$ cat src/rtl/mesi_cache_ctrl.sv
// MESI coherence controller for one private, direct-mapped cache.
// Holds per-line tag and coherence state (data lives elsewhere), serves
// CPU loads/stores, issues bus transactions and answers remote snoops.
//
// Ports
//   clk, rst            clock, asynchronous active-high reset
//   cpu_valid/write/addr CPU request; accepted when cpu_ready is high
//   cpu_ready            IDLE and no snoop this cycle
//   cpu_done/cpu_hit     registered completion pulse, hit = no bus traffic
//   bus_req/cmd/addr     outgoing transaction, held until bus_done
//   bus_done/bus_shared  transaction completion, shared sampled with done
//   snoop_valid/cmd/addr remote transaction
//   snoop_shared/flush   registered snoop response, one cycle after snoop
module mesi_cache_ctrl #(
    parameter int IDX_W = 4,
    parameter int TAG_W = 8
) (
    input  logic                   clk,
    input  logic                   rst,
    input  logic                   cpu_valid,
    input  logic                   cpu_write,
    input  logic [TAG_W+IDX_W-1:0] cpu_addr,
    output logic                   cpu_ready,
    output logic                   cpu_done,
    output logic                   cpu_hit,
    output logic                   bus_req,
    output logic [1:0]             bus_cmd,
    output logic [TAG_W+IDX_W-1:0] bus_addr,
    input  logic                   bus_done,
    input  logic                   bus_shared,
    input  logic                   snoop_valid,
    input  logic [1:0]             snoop_cmd,
    input  logic [TAG_W+IDX_W-1:0] snoop_addr,
    output logic                   snoop_shared,
    output logic                   snoop_flush
);
    localparam int NLINES = 2**IDX_W;
    localparam int ADDR_W = TAG_W + IDX_W;

    localparam logic [1:0] ST_I = 2'b00, ST_S = 2'b01, ST_E = 2'b10, ST_M = 2'b11;
    localparam logic [1:0] CMD_WB = 2'b00, CMD_RD = 2'b01, CMD_RDX = 2'b10, CMD_UPGR = 2'b11;

    typedef enum logic [1:0] {IDLE, WAITWB, WAITINV, WAITRD} state_t;

    logic [TAG_W-1:0] lineTag [NLINES];
    logic [1:0]       lineSt  [NLINES];

    state_t state, nextState;
    logic   reqWrite;
    logic [ADDR_W-1:0] reqAddr;
    logic   lost;

    // CPU-side lookup
    logic [IDX_W-1:0] cpuIdx, reqIdx, snpIdx;
    logic [TAG_W-1:0] cpuTag, reqTag, snpTag;
    logic [1:0]       cpuSt, snpSt, snpNext;
    logic             lookHit, snpHit, snpKill;

    assign cpuIdx  = cpu_addr[IDX_W-1:0];
    assign cpuTag  = cpu_addr[ADDR_W-1:IDX_W];
    assign reqIdx  = reqAddr[IDX_W-1:0];
    assign reqTag  = reqAddr[ADDR_W-1:IDX_W];
    assign snpIdx  = snoop_addr[IDX_W-1:0];
    assign snpTag  = snoop_addr[ADDR_W-1:IDX_W];
    assign cpuSt   = lineSt[cpuIdx];
    assign snpSt   = lineSt[snpIdx];
    assign lookHit = (cpuSt != ST_I) && (lineTag[cpuIdx] == cpuTag);

    // Snoops are refused acceptance slots, so a lookup never sees a
    // same-cycle snoop write to the array.
    assign cpu_ready = (state == IDLE) && !snoop_valid;

    assign snpHit = snoop_valid && (snoop_cmd != CMD_WB) && (snpSt != ST_I) &&
                    (lineTag[snpIdx] == snpTag);

    always_comb begin
        snpNext = snpSt;
        case (snoop_cmd)
            CMD_RD:   snpNext = ST_S;
            CMD_RDX:  snpNext = ST_I;
            CMD_UPGR: snpNext = (snpSt == ST_S) ? ST_I : snpSt;
            default:  snpNext = snpSt;
        endcase
    end

    // A remote invalidation of the line we are upgrading means our copy is
    // stale; the upgrade must be redone as a full read-exclusive.
    assign snpKill = snpHit && (snpNext == ST_I) && (snoop_addr == reqAddr);

    logic              busReqN, doneN, hitN, accept;
    logic [1:0]        busCmdN;
    logic [ADDR_W-1:0] busAddrN;
    logic              hitToM, victimInv, fillEn, upgrDone;
    logic [1:0]        fillSt;

    always_comb begin
        nextState = state;
        busReqN   = bus_req;
        busCmdN   = bus_cmd;
        busAddrN  = bus_addr;
        doneN     = 1'b0;
        hitN      = 1'b0;
        accept    = 1'b0;
        hitToM    = 1'b0;
        victimInv = 1'b0;
        fillEn    = 1'b0;
        fillSt    = ST_I;
        upgrDone  = 1'b0;
        case (state)
            IDLE: begin
                if (cpu_valid && cpu_ready) begin
                    accept = 1'b1;
                    if (lookHit && (!cpu_write || cpuSt != ST_S)) begin
                        doneN  = 1'b1;
                        hitN   = 1'b1;
                        hitToM = cpu_write && (cpuSt == ST_E);
                    end else if (lookHit) begin
                        nextState = WAITINV;
                        busReqN   = 1'b1;
                        busCmdN   = CMD_UPGR;
                        busAddrN  = cpu_addr;
                    end else if (cpuSt == ST_M) begin
                        nextState = WAITWB;
                        busReqN   = 1'b1;
                        busCmdN   = CMD_WB;
                        busAddrN  = {lineTag[cpuIdx], cpuIdx};
                    end else begin
                        nextState = WAITRD;
                        busReqN   = 1'b1;
                        busCmdN   = cpu_write ? CMD_RDX : CMD_RD;
                        busAddrN  = cpu_addr;
                    end
                end
            end
            WAITWB: begin
                if (bus_done) begin
                    victimInv = 1'b1;
                    nextState = WAITRD;
                    busCmdN   = reqWrite ? CMD_RDX : CMD_RD;
                    busAddrN  = reqAddr;
                end
            end
            WAITRD: begin
                if (bus_done) begin
                    fillEn    = 1'b1;
                    fillSt    = reqWrite ? ST_M : (bus_shared ? ST_S : ST_E);
                    doneN     = 1'b1;
                    nextState = IDLE;
                    busReqN   = 1'b0;
                    busCmdN   = CMD_WB;
                    busAddrN  = '0;
                end
            end
            WAITINV: begin
                if (bus_done) begin
                    if (lost) begin
                        nextState = WAITRD;
                        busCmdN   = CMD_RDX;
                        busAddrN  = reqAddr;
                    end else begin
                        upgrDone  = 1'b1;
                        doneN     = 1'b1;
                        nextState = IDLE;
                        busReqN   = 1'b0;
                        busCmdN   = CMD_WB;
                        busAddrN  = '0;
                    end
                end
            end
            default: nextState = IDLE;
        endcase
    end

    always_ff @(posedge clk or posedge rst) begin
        if (rst) state <= IDLE;
        else     state <= nextState;
    end

    always_ff @(posedge clk or posedge rst) begin
        if (rst) begin
            bus_req      <= 1'b0;
            bus_cmd      <= CMD_WB;
            bus_addr     <= '0;
            cpu_done     <= 1'b0;
            cpu_hit      <= 1'b0;
            snoop_shared <= 1'b0;
            snoop_flush  <= 1'b0;
            reqWrite     <= 1'b0;
            reqAddr      <= '0;
            lost         <= 1'b0;
        end else begin
            bus_req      <= busReqN;
            bus_cmd      <= busCmdN;
            bus_addr     <= busAddrN;
            cpu_done     <= doneN;
            cpu_hit      <= hitN;
            snoop_shared <= snpHit;
            snoop_flush  <= snpHit && (snpSt == ST_M);
            if (accept) begin
                reqWrite <= cpu_write;
                reqAddr  <= cpu_addr;
            end
            lost <= (state == WAITINV) && (nextState == WAITINV) && (lost || snpKill);
        end
    end

    // Snoop and CPU-side writes never coincide on the same line in a way
    // that matters: the bus keeps snoops away from bus_done, and acceptance
    // is blocked during snoops. CPU-side writes are listed last anyway.
    always_ff @(posedge clk or posedge rst) begin
        if (rst) begin
            for (int i = 0; i < NLINES; i++) begin
                lineTag[i] <= '0;
                lineSt[i]  <= ST_I;
            end
        end else begin
            if (snpHit)    lineSt[snpIdx] <= snpNext;
            if (hitToM)    lineSt[cpuIdx] <= ST_M;
            if (victimInv) lineSt[reqIdx] <= ST_I;
            if (fillEn) begin
                lineTag[reqIdx] <= reqTag;
                lineSt[reqIdx]  <= fillSt;
            end
            if (upgrDone)  lineSt[reqIdx] <= ST_M;
        end
    end
endmodule

$ cat config.mk
export PLATFORM = sky130hd
export DESIGN_NAME = mesi_cache_ctrl
export DESIGN_NICKNAME = d
export VERILOG_FILES = /design/src/rtl/mesi_cache_ctrl.sv
export SDC_FILE = /design/constraint.sdc
export NUM_CORES = 1
export LEC_CHECK = 0
export CORE_ASPECT_RATIO = 0.75
export CORE_MARGIN = 2
export CORE_UTILIZATION = 55
export DETAILED_ROUTE_END_ITERATION = 8
export PLACE_DENSITY = 0.73
export SLEW_MARGIN = 20
export SYNTH_ARGS = -nofsm -noshare
export SYNTH_HDL_FRONTEND = slang
export SYNTH_SLANG_ARGS = --single-unit
$ cat constraint.sdc
create_clock -name clk -period 18.8 [get_ports clk]
set_clock_uncertainty 0.1 [all_clocks]
set_input_delay 3.76 -clock clk [delete_from_list [all_inputs] [get_ports clk]]
set_output_delay 3.76 -clock clk [all_outputs]
set_load 0.02 [all_outputs]
* Yosys cells after proc, flatten, opt, wreduce, memory -nomap -nowiden *
Cells that the tools add are included.

storage, ports and cells
  register bits after elaboration = 195
  input port bits = 33
  word-level logic and storage cells = 189

operators by class
  magnitude comparators = 6
  equality and inequality tests = 21
  mux-type cells = 84
  bitwise logic cells = 7
  reduce and logical (&&, ||, !) cells = 28

operators with widths
  cell                                                       number
  2-to-1 mux 32 bit                                          5
  bitwise mux 128 bit                                        1
  2-to-1 mux 12 bit                                          8
  binary-select mux 8 bit (select 4 bit)                     2
  bitwise mux 32 bit                                         2
  bitwise OR 32 bit                                          2
  2-to-1 mux 2 bit                                           30
  one-hot mux 12 bit (4 select lines)                        1
  2-to-1 mux 8 bit                                           5
  AND 32 bit                                                 1
  demux 8 bit (select 4 bit)                                 1
  inverter 32 bit                                            1
  demux 2 bit (select 4 bit)                                 3
  2-to-1 mux 1 bit                                           19
  binary-select mux 2 bit (select 4 bit)                     2
  equality test 2 bit (second input constant)                8
  equality test 8 bit                                        2
  logical AND 1 bit                                          16
  one-hot mux 2 bit (4 select lines)                         2
  greater-or-equal comparator 5 bit (second input constant)  3
  < comparator 5 x 1 -> 1 bit (second input constant)        3
  inverter 4 -> 5 bit                                        3
  equality test 12 bit                                       1
  != test 2 bit (second input constant)                      5
  other kinds (11)                                           20

* Logic depth before layout (Yosys ltp) *
  depth in word-level cells = 17
  depth in mapped cells = 14
  depth with buffers taken out = 9

* Least setup slack after synthesis *
No wires, ideal clock.

  kind = input -> output
  from = in snoop_valid
  to = out cpu_ready
  arrival = 4293 ps
  required time = 14940 ps
  setup slack = 10647 ps
  stages = 1
  path buffers = 0
  path through = nor3_1

on the way
  word-level cells in the longest chain between the ends = 2

RTL lines
  element            line  source
  start, declared    31    input logic snoop_valid,
  zero test 1 bit    71    assign cpu_ready = (state == IDLE) && !snoop_valid;
  logical AND 1 bit  71
  end, declared      23    output logic cpu_ready,

Every way passes these cells.

* Final worst setup path *
Same ends and word-level chain as after synthesis.

==> summary.md <==
| Metric | Value |
|---|---|
| Syn Std Cell Area | 0.0119 sq mm |
| Yosys cell types | 64 |
| Crit Path Category | input port to output pin |
| Fin. Hold Viols | 0 |
| # setup viols final | 0 |
| Number of global-route vias before repair | roughly 8800 |
| DR pass1 iterations | 5 |
| Overall Power | 0.00178 W |
| Drt wl/cell | 26.1 microns |
| Core ar. | between 0.02 and 0.025 sq mm |
| Power Density | approximately 140 mW/mm^2 |
| H-tree depth | 4 |
| Normalized max-slew margin | 0.246 |
| Largest net degree at the start of global routing | about 130 |
| Clock slew at reported path FFs | 70 ps |
| Antenna violations before repair | 0 |
| Worst Setup Start Kind | input port |
| Reg area | ~0.005 sq mm |
| Most frequent cells in the layout | dfrtp_1 (195), mux2_2 (138), nand2_1 (85), mux2i_1 (76), mux4_2 (70) |
| Root Buffer | clkbuf_16 |
| VDD IR-drop max | 76.1 uV |
| Overflow after GRT | 0 |
| TNS Setup | 0 ps |
| Sw Ratio | 0.372 |
| Commonest non-fill, non-tap cell in the layout | dfrtp_1 |
| P&R area growth vs syn | 10.3% |
| Switch Pwr | about 0.00066 W |
| Fraction of layout cells with a size suffix above 1 | 0.271 |
| Final #Nets | 1068 |
| Synth Flop Type | dfrtp_1 |
| Die H | around 130 microns |
| Seq/Total Area, Yosys | 0.409 |
| Die area | around 0.023 sq mm |
| Post-synth EDFFs | 0 |
| Clk sinks | between 150 and 200 |
| Hold WS | around 400 ps |
| Power share of the combinational group | 0.348 |
| Post-CTS Setup Repair Bufs | 0 |
| Worst Hold Class | flop to flop |
| DP HPWL | 22900 microns |
| Pleak | between 5 and 6 nW |
| Slew @ Worst Pin | between 1000 and 1500 ps |
| Finished Layout Cells | between 1000 and 1500 |
| Footprint of the multi-input gates | around 0.0066 sq mm |
| Synth Warn # | 0 |
| Syn_nets | 1059 |
| First-pass GRT wire length | approximately 54000 microns |
| Sequential Power Share | 0.420 |
| DRC | 0 |
| Crit-path max FO | 3 |
| Max-cap violations | 0 |
| Internal | around 0.0011 W |
| Critical Path RT | approximately 15000 ps |
| Number of synthesized register bits | 195 |
| Fmax achieved | ~110 MHz |
| Cell count after synthesis | approximately 1000 |
| Clock power share | 0.232 |
| CP endpoint kind | output pin |
| Width of the die | roughly 170 microns |
| Initial core utilization | 0.562 |
| Critical path data arrival time | roughly 5000 ps |
| Placed Instances | 1304 |
| Post-route minimum period | approximately 9000 ps |
| Fillers | 1633 |
| Period utilization | 0.478 |
| Async S/R FF share, synth | 1.00 |
| Leading area contributor after synthesis | dfrtp_1 |
| Num CTS Buffers | 17 |
| Ports | 53 |
| Clock Latency Late Sink | approximately 460 ps |
| # rows | 46 |
| Synth area leaders | dfrtp_1 (41%), mux4_2 (13%), mux2_2 (13%) |
| DRT antenna net count | 0 |
| Final Wtd Congestion | 0.937 |
| Port Buffers | 52 |
| GRT Resource Usage Total | 0.315 |
| Vias | between 9000 and 10000 |
| Slew Viols, Final | 0 |
| Diode count | 0 |
| Average cell area after synthesis | 11.6 sq um |
| CTS Hold Bufs | 0 |
| CTS tree | yes |
| Share of the synthesized area in the top cell type | 0.409 |
| Vias/cell | around 6.8 |
| Max clock buf depth | 2 |
| # resized after CTS | 0 |
| DR iter-0 viols | about 980 |
| Status | completed |
| Detailed Route WL | around 35000 microns |
| RSZ-0062 raised after global routing | no |
flip-flops by register name, indices dropped and copies added (netlist names), 2 cells and up:
name	cells
lineSt	32
reqAddr	12
state	2
bus_addr	12
lineTag	128
bus_cmd	2
per-stage QoR:
| step | cell area, sq um | utilization | setup slack [ps] |
|---|---|---|---|
| CTS | 13200 | 0.619 | 9810 |
| global placement | 12500 | 0.589 | 9880 |
| detailed placement | 12500 | 0.589 | 9820 |
| floorplan | 11900 | - | 9630 |
| global route | 13200 | 0.619 | 9720 |
| finish | 13200 | 0.619 | 9820 |
power by group through the flow:
stage               logic (W)  registers (W)  clock network, W
floorplan            0.000486       0.000663                 0
global placement     0.000592       0.000733                 0
detailed placement   0.000606       0.000742                 0
CTS                  0.000613       0.000738          0.000415
global route         0.000666       0.000764          0.000434
finish               0.000619       0.000746          0.000412
cells in the mapped netlist (18+ instances only):
cell      instances
mux4_2           70
nand2_1          85
mux2_2          138
o21ai_0          29
clkbuf_1         35
dfrtp_1         195
nor2_1           56
inv_1            23
mux2i_1          76
o22ai_1          22
a22oi_1          18
nand3_1          28
worst paths after layout:
path / end / start / slack (ps) / cells past startpoint
hold / removal: bus_cmd[1] / bus_cmd[1] / 400 / 1
hold reg to reg: bus_cmd[1] / bus_cmd[1] / 400 / 1
setup / recovery: cpu_ready / snoop_valid / 9820 / 3
min in group asynchronous: lineSt[11] / rst / 3790 / 2
max in group asynchronous: bus_addr[6] / rst / 13320 / 3
setup reg to reg: lineSt[23] / lineTag[97] / 14750 / 9
final cells by class:
type	instances	share of cell area
Clock inverter	15	0.0174
Clock buffer	17	0.0323
Tap cell	288	0.0274
Timing Repair Buffer	66	0.0453
Multi-Input combinational cell	732	0.500
Sequential cell	195	0.371
Inverter	23	0.00713
layer usage:
| metal | track usage | vias to the layer above | wire [microns] |
|---|---|---|---|
| li1 | - | 3857 | - |
| met1 | 0.460 | 4594 | 14900 |
| met2 | 0.453 | 515 | 15100 |
| met4 | 0.0962 | 0 | 902 |
| met5 | 0 | - | 0 |
| met3 | 0.0975 | 80 | 3900 |
critical path, stage by stage:
cell	delay [ps]
clkdlybuf4s50_1	430
nor3_1	260
clkdlybuf4s50_1	670
cell families after synthesis:
group,synth area share
AOI/OAI and AO/OA,0.0897
xor gates and xnor gates,0.0206
buffers and inverters,0.0413
DFF,0.409
muxes,0.327
and+or+nand+nor,0.112
Power figures use the tool's default switching activity.
